[config.mk]
export PLATFORM = sky130hd
export DESIGN_NAME = adc_freq_meter
export DESIGN_NICKNAME = d
export VERILOG_FILES = /design/src/rtl/adc_freq_meter.sv
export SDC_FILE = /design/constraint.sdc
export NUM_CORES = 1
export LEC_CHECK = 0
export ABC_CLOCK_PERIOD_IN_PS = 3060
export CORE_MARGIN = 1.5
export CORE_UTILIZATION = 58
export CTS_CLUSTER_SIZE = 8
export DETAILED_ROUTE_END_ITERATION = 10
export GPL_TIMING_DRIVEN = 0
export PLACE_DENSITY = 0.85
export SYNTH_ARGS = -nofsm -noshare
export SYNTH_HDL_FRONTEND = slang
export SYNTH_SLANG_ARGS = --single-unit
[constraint.sdc]
create_clock -name CLK -period 3.06 [get_ports CLK]
set_input_delay 0.612 -clock CLK [delete_from_list [all_inputs] [get_ports CLK]]
set_output_delay 0.612 -clock CLK [all_outputs]
set_load 0.05 [all_outputs]
[src/rtl/adc_freq_meter.sv]
// Hysteresis squarer and gated rising-edge counter for the AD9481 sample stream.
// Optional period measurement between successive rising edges: define FREQ_PERIOD_MEAS_EN.
module adc_freq_meter #(
  parameter int DATA_W      = 8,
  parameter int MID         = 128,
  parameter int HYST        = 8,
  parameter int GATE_CYCLES = 250000000,
  parameter int CNT_W       = 28
) (
  input  logic              CLK,
  input  logic              RST_n,
  input  logic [DATA_W-1:0] adc_data,
  input  logic              sample_en,
  output logic              square_out,
  output logic [CNT_W-1:0]  freq_count,
  output logic              freq_valid,
  output logic              overflow,
  output logic [CNT_W-1:0]  period_cycles,
  output logic              period_valid
);

  localparam int MAX_CODE = (1 << DATA_W) - 1;
  localparam int TH_HI_I  = (MID + HYST > MAX_CODE) ? MAX_CODE : (MID + HYST);
  localparam int TH_LO_I  = (MID - HYST < 0) ? 0 : (MID - HYST);
  localparam logic [DATA_W-1:0] TH_HI = DATA_W'(TH_HI_I);
  localparam logic [DATA_W-1:0] TH_LO = DATA_W'(TH_LO_I);
  localparam logic [CNT_W-1:0]  GATE_LAST = CNT_W'(GATE_CYCLES - 1);
  localparam logic [CNT_W-1:0]  CNT_MAX   = '1;
  localparam logic [CNT_W-1:0]  CNT_ONE   = CNT_W'(1);

  typedef enum logic [1:0] {ARM, GATE, LATCH} state_t;

  state_t           r_state;
  logic             r_square;
  logic             r_square_d;
  logic [CNT_W-1:0] r_gate_cnt;
  logic [CNT_W-1:0] r_edge_cnt;
  logic             r_ovf_flag;
  logic [CNT_W-1:0] r_freq_count;
  logic             r_freq_valid;
  logic             r_overflow;
  logic             w_rise;

  // Saturating increment: sticks at the all-ones code instead of wrapping.
  function automatic logic [CNT_W-1:0] sat_inc(input logic [CNT_W-1:0] v);
    return (v == CNT_MAX) ? v : v + CNT_ONE;
  endfunction

  always_ff @(posedge CLK or negedge RST_n) begin
    if (!RST_n) begin
      r_square   <= 1'b0;
      r_square_d <= 1'b0;
    end else begin
      r_square_d <= r_square;
      if (sample_en) begin
        if (adc_data >= TH_HI)
          r_square <= 1'b1;
        else if (adc_data <= TH_LO)
          r_square <= 1'b0;
      end
    end
  end

  assign w_rise = r_square & ~r_square_d;

  // ARM waits for a start edge (reporting 0 once per gate meanwhile); GATE/LATCH then run back-to-back.
  always_ff @(posedge CLK or negedge RST_n) begin
    if (!RST_n) begin
      r_state      <= ARM;
      r_gate_cnt   <= '0;
      r_edge_cnt   <= '0;
      r_ovf_flag   <= 1'b0;
      r_freq_count <= '0;
      r_freq_valid <= 1'b0;
      r_overflow   <= 1'b0;
    end else begin
      r_freq_valid <= 1'b0;
      case (r_state)
        ARM: begin
          if (w_rise) begin
            r_state    <= GATE;
            r_gate_cnt <= CNT_ONE;
            r_edge_cnt <= '0;
            r_ovf_flag <= 1'b0;
          end else if (r_gate_cnt == GATE_LAST) begin
            r_freq_count <= '0;
            r_overflow   <= 1'b0;
            r_freq_valid <= 1'b1;
            r_gate_cnt   <= '0;
          end else begin
            r_gate_cnt <= r_gate_cnt + CNT_ONE;
          end
        end
        GATE: begin
          r_gate_cnt <= r_gate_cnt + CNT_ONE;
          if (w_rise) begin
            if (r_edge_cnt == CNT_MAX)
              r_ovf_flag <= 1'b1;
            r_edge_cnt <= sat_inc(r_edge_cnt);
          end
          if (r_gate_cnt == GATE_LAST)
            r_state <= LATCH;
        end
        LATCH: begin
          r_freq_count <= r_edge_cnt;
          r_overflow   <= r_ovf_flag;
          r_freq_valid <= 1'b1;
          // An edge arriving here belongs to the gate that starts now.
          r_edge_cnt   <= {{(CNT_W-1){1'b0}}, w_rise};
          r_ovf_flag   <= 1'b0;
          r_gate_cnt   <= CNT_ONE;
          r_state      <= GATE;
        end
        default: begin
          r_state    <= ARM;
          r_gate_cnt <= '0;
        end
      endcase
    end
  end

  assign square_out = r_square;
  assign freq_count = r_freq_count;
  assign freq_valid = r_freq_valid;
  assign overflow   = r_overflow;

`ifdef FREQ_PERIOD_MEAS_EN
  logic [CNT_W-1:0] r_per_cnt;
  logic [CNT_W-1:0] r_period;
  logic             r_per_armed;
  logic             r_per_vld;

  // Counter restarts at 1 on every edge so its value at the next edge equals the edge spacing.
  always_ff @(posedge CLK or negedge RST_n) begin
    if (!RST_n) begin
      r_per_cnt   <= '0;
      r_period    <= '0;
      r_per_armed <= 1'b0;
      r_per_vld   <= 1'b0;
    end else begin
      r_per_vld <= 1'b0;
      if (r_state == ARM) begin
        r_per_cnt   <= w_rise ? CNT_ONE : '0;
        r_per_armed <= w_rise;
      end else if (w_rise) begin
        r_per_cnt   <= CNT_ONE;
        r_per_armed <= 1'b1;
        if (r_per_armed) begin
          r_period  <= r_per_cnt;
          r_per_vld <= 1'b1;
        end
      end else begin
        r_per_cnt <= sat_inc(r_per_cnt);
      end
    end
  end

  assign period_cycles = r_period;
  assign period_valid  = r_per_vld;
`else
  assign period_cycles = '0;
  assign period_valid  = 1'b0;
`endif

endmodule

==> reports/qor.yml <==
status: "finished, final reports clean"
ant_nets: 0
crit_buf_inv: 3
worst_pin_slew_ns: 0.7542
dpl_cell_area_sq_um: 5353
grtUsageMet3: 0.03777
syn_inst: 480
core_area_sq_um: 7767
area_growth_syn_to_layout_pct: 18.00
initial_core_util: 0.6031
min_path_type: "primary input to asynchronous set/reset pin"
timing.rr.end: "r_edge_cnt[11]$_DFFE_PN0P_"
cts.clk_slew.worst_paths_ns: 0.09
hold_viol: 0
leakage_nw: 2.459
grt_pass1_wl_microns: 17870
r2r_start: "r_state[1]$_DFFE_PN0P_"
maxCapViolCount: 0
syn-cell-area_sq_um: 4684
met1_usage: 0.3626
drtIter0Drc: 346
cts_setup_buffers: 0
ios: 71
via_count: 3945
synth_edf_count: 0
finalInstanceArea_sq_um: 5528
grt_pass1_vias: 3703
avgSynthCellArea_sq_um: 9.759
cts_buffer_depth: 2
synth.distinct_cells: 48
crit_family: "simple AND/OR/NAND/NOR gates"
ys_seq_area_frac: 0.4861
die_area_sq_um: 8625
drive_above_1_share: 0.1168
gr-usage-met2: 0.4203
rows: 32
cp-start-kind: "flop"
cts_tree: "done"
hold_buffers: 0
grt_max_degree: 49
yosysTopAreaCell: "dfrtp_1"
worstSetupEndpointType: "flop"
cp_slowest_stage_delay_ns: 0.47
drc: 0
cp_cell_sequence: "inv_1 -> ha_1 -> clkbuf_2 -> nand2_1 -> nor3_1 -> o31a_1 -> buf_2 -> nand3_1 -> o21ai_0"
fmax_mhz: 386.7
yosys.area.top_type_share: 0.4861
synthTopCellsByArea: "dfrtp_1 49%, a22o_1 5.4%, buf_4 5.3%"
path_max_fanout: 10
vias_per_cell: 5.915
startpoint: "r_state[1]$_DFFE_PN0P_"
cts_buffers: 9
setup_viol: 0
clkLatencyLatePin_ns: 0.36
path_depth: 9
powerDensity_nw_per_um2: 504.6
skew_ns: 0.01108
ys.flop_type: "dfrtp_1"
r2r_cells: 9
synth.ff_latch_count: 91
synthArstFlopShare: 1.000
rsz0062_at_grt: "no"
cts_root_buf: "clkbuf_8"
period_share: 0.8451
htreeDepth: 3
grt_antenna_before_repair: 0
slew_headroom: 0.4929
place_congestion: 0.8617
grt_usage: 0.2612
dr.pass1.iters: 5
dieHeight_microns: 92.87
port-buffer-count: 41
cts_sinks: 91
grt.busiest_layer: "met2"
rrSetupSlack_ns: 0.47
antennaDiodeCount: 0
ir_drop_mv: 0.2792
setup_tns_ns: 0
critPathKind: "flop to flop"
ys_warn_count: 0
arrival_ns: 2.85
min_period_ns: 2.586
cpMaxStageDelayCell: "nor3_1"
ctsResizeCount: 0
finalNetCount: 578
overflow: 0
drt-wirelength-per-cell_microns: 15.62
die_w_microns: 92.87
cp.required_ns: 3.32
endpoint: "r_edge_cnt[11]$_DFFE_PN0P_"
drv_slew: 0
dp_hpwl_microns: 7355
drt_wl_total_microns: 10420
[kinds of logic after synthesis]
family | Yosys count | synth area share
compound gates | 111 | 0.1624
xor+xnor | 26 | 0.04861
fa+ha+maj | 6 | 0.01603
buf+inv | 62 | 0.07933
flops | 91 | 0.4861
mux | 2 | 0.004274
other cells | 1 | 0.0008005
simple gates | 181 | 0.2025
[where the power goes]
group	internal (mW)	leakage (nW)	switching (mW)
sequential	1.25	1.26	0.0607
combinational	0.225	1.11	0.489
clock	0.372	0.0902	0.394
total	1.85	2.46	0.943
[cells in the final DEF (no fill, tap or decap), types with 6 or more instances in the layout]
cell | netlist | layout
and4_1 | 8 | 8
o21ai_0 | 34 | 34
xor2_1 | 9 | 9
nor3_1 | 15 | 15
ha_1 | 6 | 6
a31oi_1 | 10 | 10
clkdlybuf4s50_1 | 0 | 40
clkbuf_8 | 0 | 9
nor2_1 | 44 | 44
a21oi_1 | 19 | 19
buf_2 | 10 | 10
nand2_1 | 31 | 31
nand4_1 | 18 | 18
dfrtp_1 | 91 | 91
buf_4 | 33 | 34
clkbuf_1 | 8 | 11
and3_1 | 10 | 10
a22o_1 | 29 | 29
xnor2_1 | 17 | 17
nor4_1 | 8 | 8
inv_1 | 9 | 9
nand3_1 | 26 | 26
conb_1 | 1 | 29
[worst register-to-register path: stages, from the launching register on]
cell and delay (ns):
dfrtp_1 0.42, inv_1 0.09, ha_1 0.14, clkbuf_2 0.16, nand2_1 0.26, nor3_1 0.47
o31a_1 0.36, buf_2 0.29, nand3_1 0.11, o21ai_0 0.20
[registers in the layout, indices dropped and copies added, names as in the netlist]
register	count
overflow	1
square_out	1
freq_count	28
r_gate_cnt	28
r_square_d	1
r_state	2
r_edge_cnt	28
r_ovf_flag	1
freq_valid	1
[cell type report]
type	count	area [sq um]
flip-flops and latches	91	2277
fillers	584	2240
multi-input cells	355	2141
repair buffers	42	435.4
plain buffers	53	337.8
clock buffers	12	135.1
well taps	102	127.6
clock inverters	3	40.04
inverters	9	33.78
[cell usage after synthesis (2+ instances only)]
| library cell | number |
|---|---|
| xor2_1 | 9 |
| o311ai_0 | 5 |
| ha_1 | 6 |
| nor2b_1 | 2 |
| mux2i_1 | 2 |
| nand4_1 | 18 |
| inv_1 | 9 |
| nor4b_1 | 2 |
| nor4_1 | 8 |
| nor4bb_1 | 2 |
| a31oi_1 | 10 |
| o21ai_0 | 34 |
| xnor2_1 | 17 |
| nand2_1 | 31 |
| nand3_1 | 26 |
| o211ai_1 | 3 |
| clkbuf_2 | 2 |
| and2_1 | 3 |
| nor3b_1 | 2 |
| a21oi_1 | 19 |
| and3_1 | 10 |
| a22o_1 | 29 |
| buf_4 | 33 |
| buf_2 | 10 |
| nor2_1 | 44 |
| or3_1 | 2 |
| o31ai_1 | 3 |
| clkbuf_1 | 8 |
| and4_1 | 8 |
| nor3_1 | 15 |
| dfrtp_1 | 91 |
[stage by stage]
| stage | cells | utilization | hold slack [ns] | setup slack [ns] | power [mW] |
|---|---|---|---|---|---|
| 4_1_cts | 667 | 0.7117 | 0.2587 | 0.5481 | 2.787 |
| 2_1_floorplan | 508 | - | 0.3164 | 1.054 | 1.840 |
| 3_5_place_dp | 652 | 0.6891 | 0.4803 | 0.5729 | 2.031 |
| 3_3_place_gp | 651 | 0.6859 | 0.4767 | -1.783 | 2.004 |
| 6_report | 667 | 0.7117 | 0.2458 | 0.4740 | 2.789 |
| 5_1_grt | 667 | 0.7117 | 0.2885 | 0.2735 | 2.933 |
[worst min path at each step]
| stage | startpoint | end |
|---|---|---|
| final | RST_n | r_gate_cnt[7]$_DFF_PN0_ |
| after floorplan | RST_n | freq_count[0]$_DFFE_PN0P_ |
| after CTS | RST_n | r_gate_cnt[7]$_DFF_PN0_ |
| after global routing | RST_n | r_gate_cnt[9]$_DFF_PN0_ |
| after global placement | square_out$_DFFE_PN0P_ | r_square_d$_DFF_PN0_ |
| after detailed placement | freq_count[3]$_DFFE_PN0P_ | freq_count[3]$_DFFE_PN0P_ |
[layer usage]
layer / up-vias / wire length (microns)
li1: 1857 / -
met1: 1884 / 4599
met2: 187 / 4932
met3: 17 / 721
met4: 0 / 164
met5: - / 0
No activity file was read; power rests on OpenSTA's default activity.
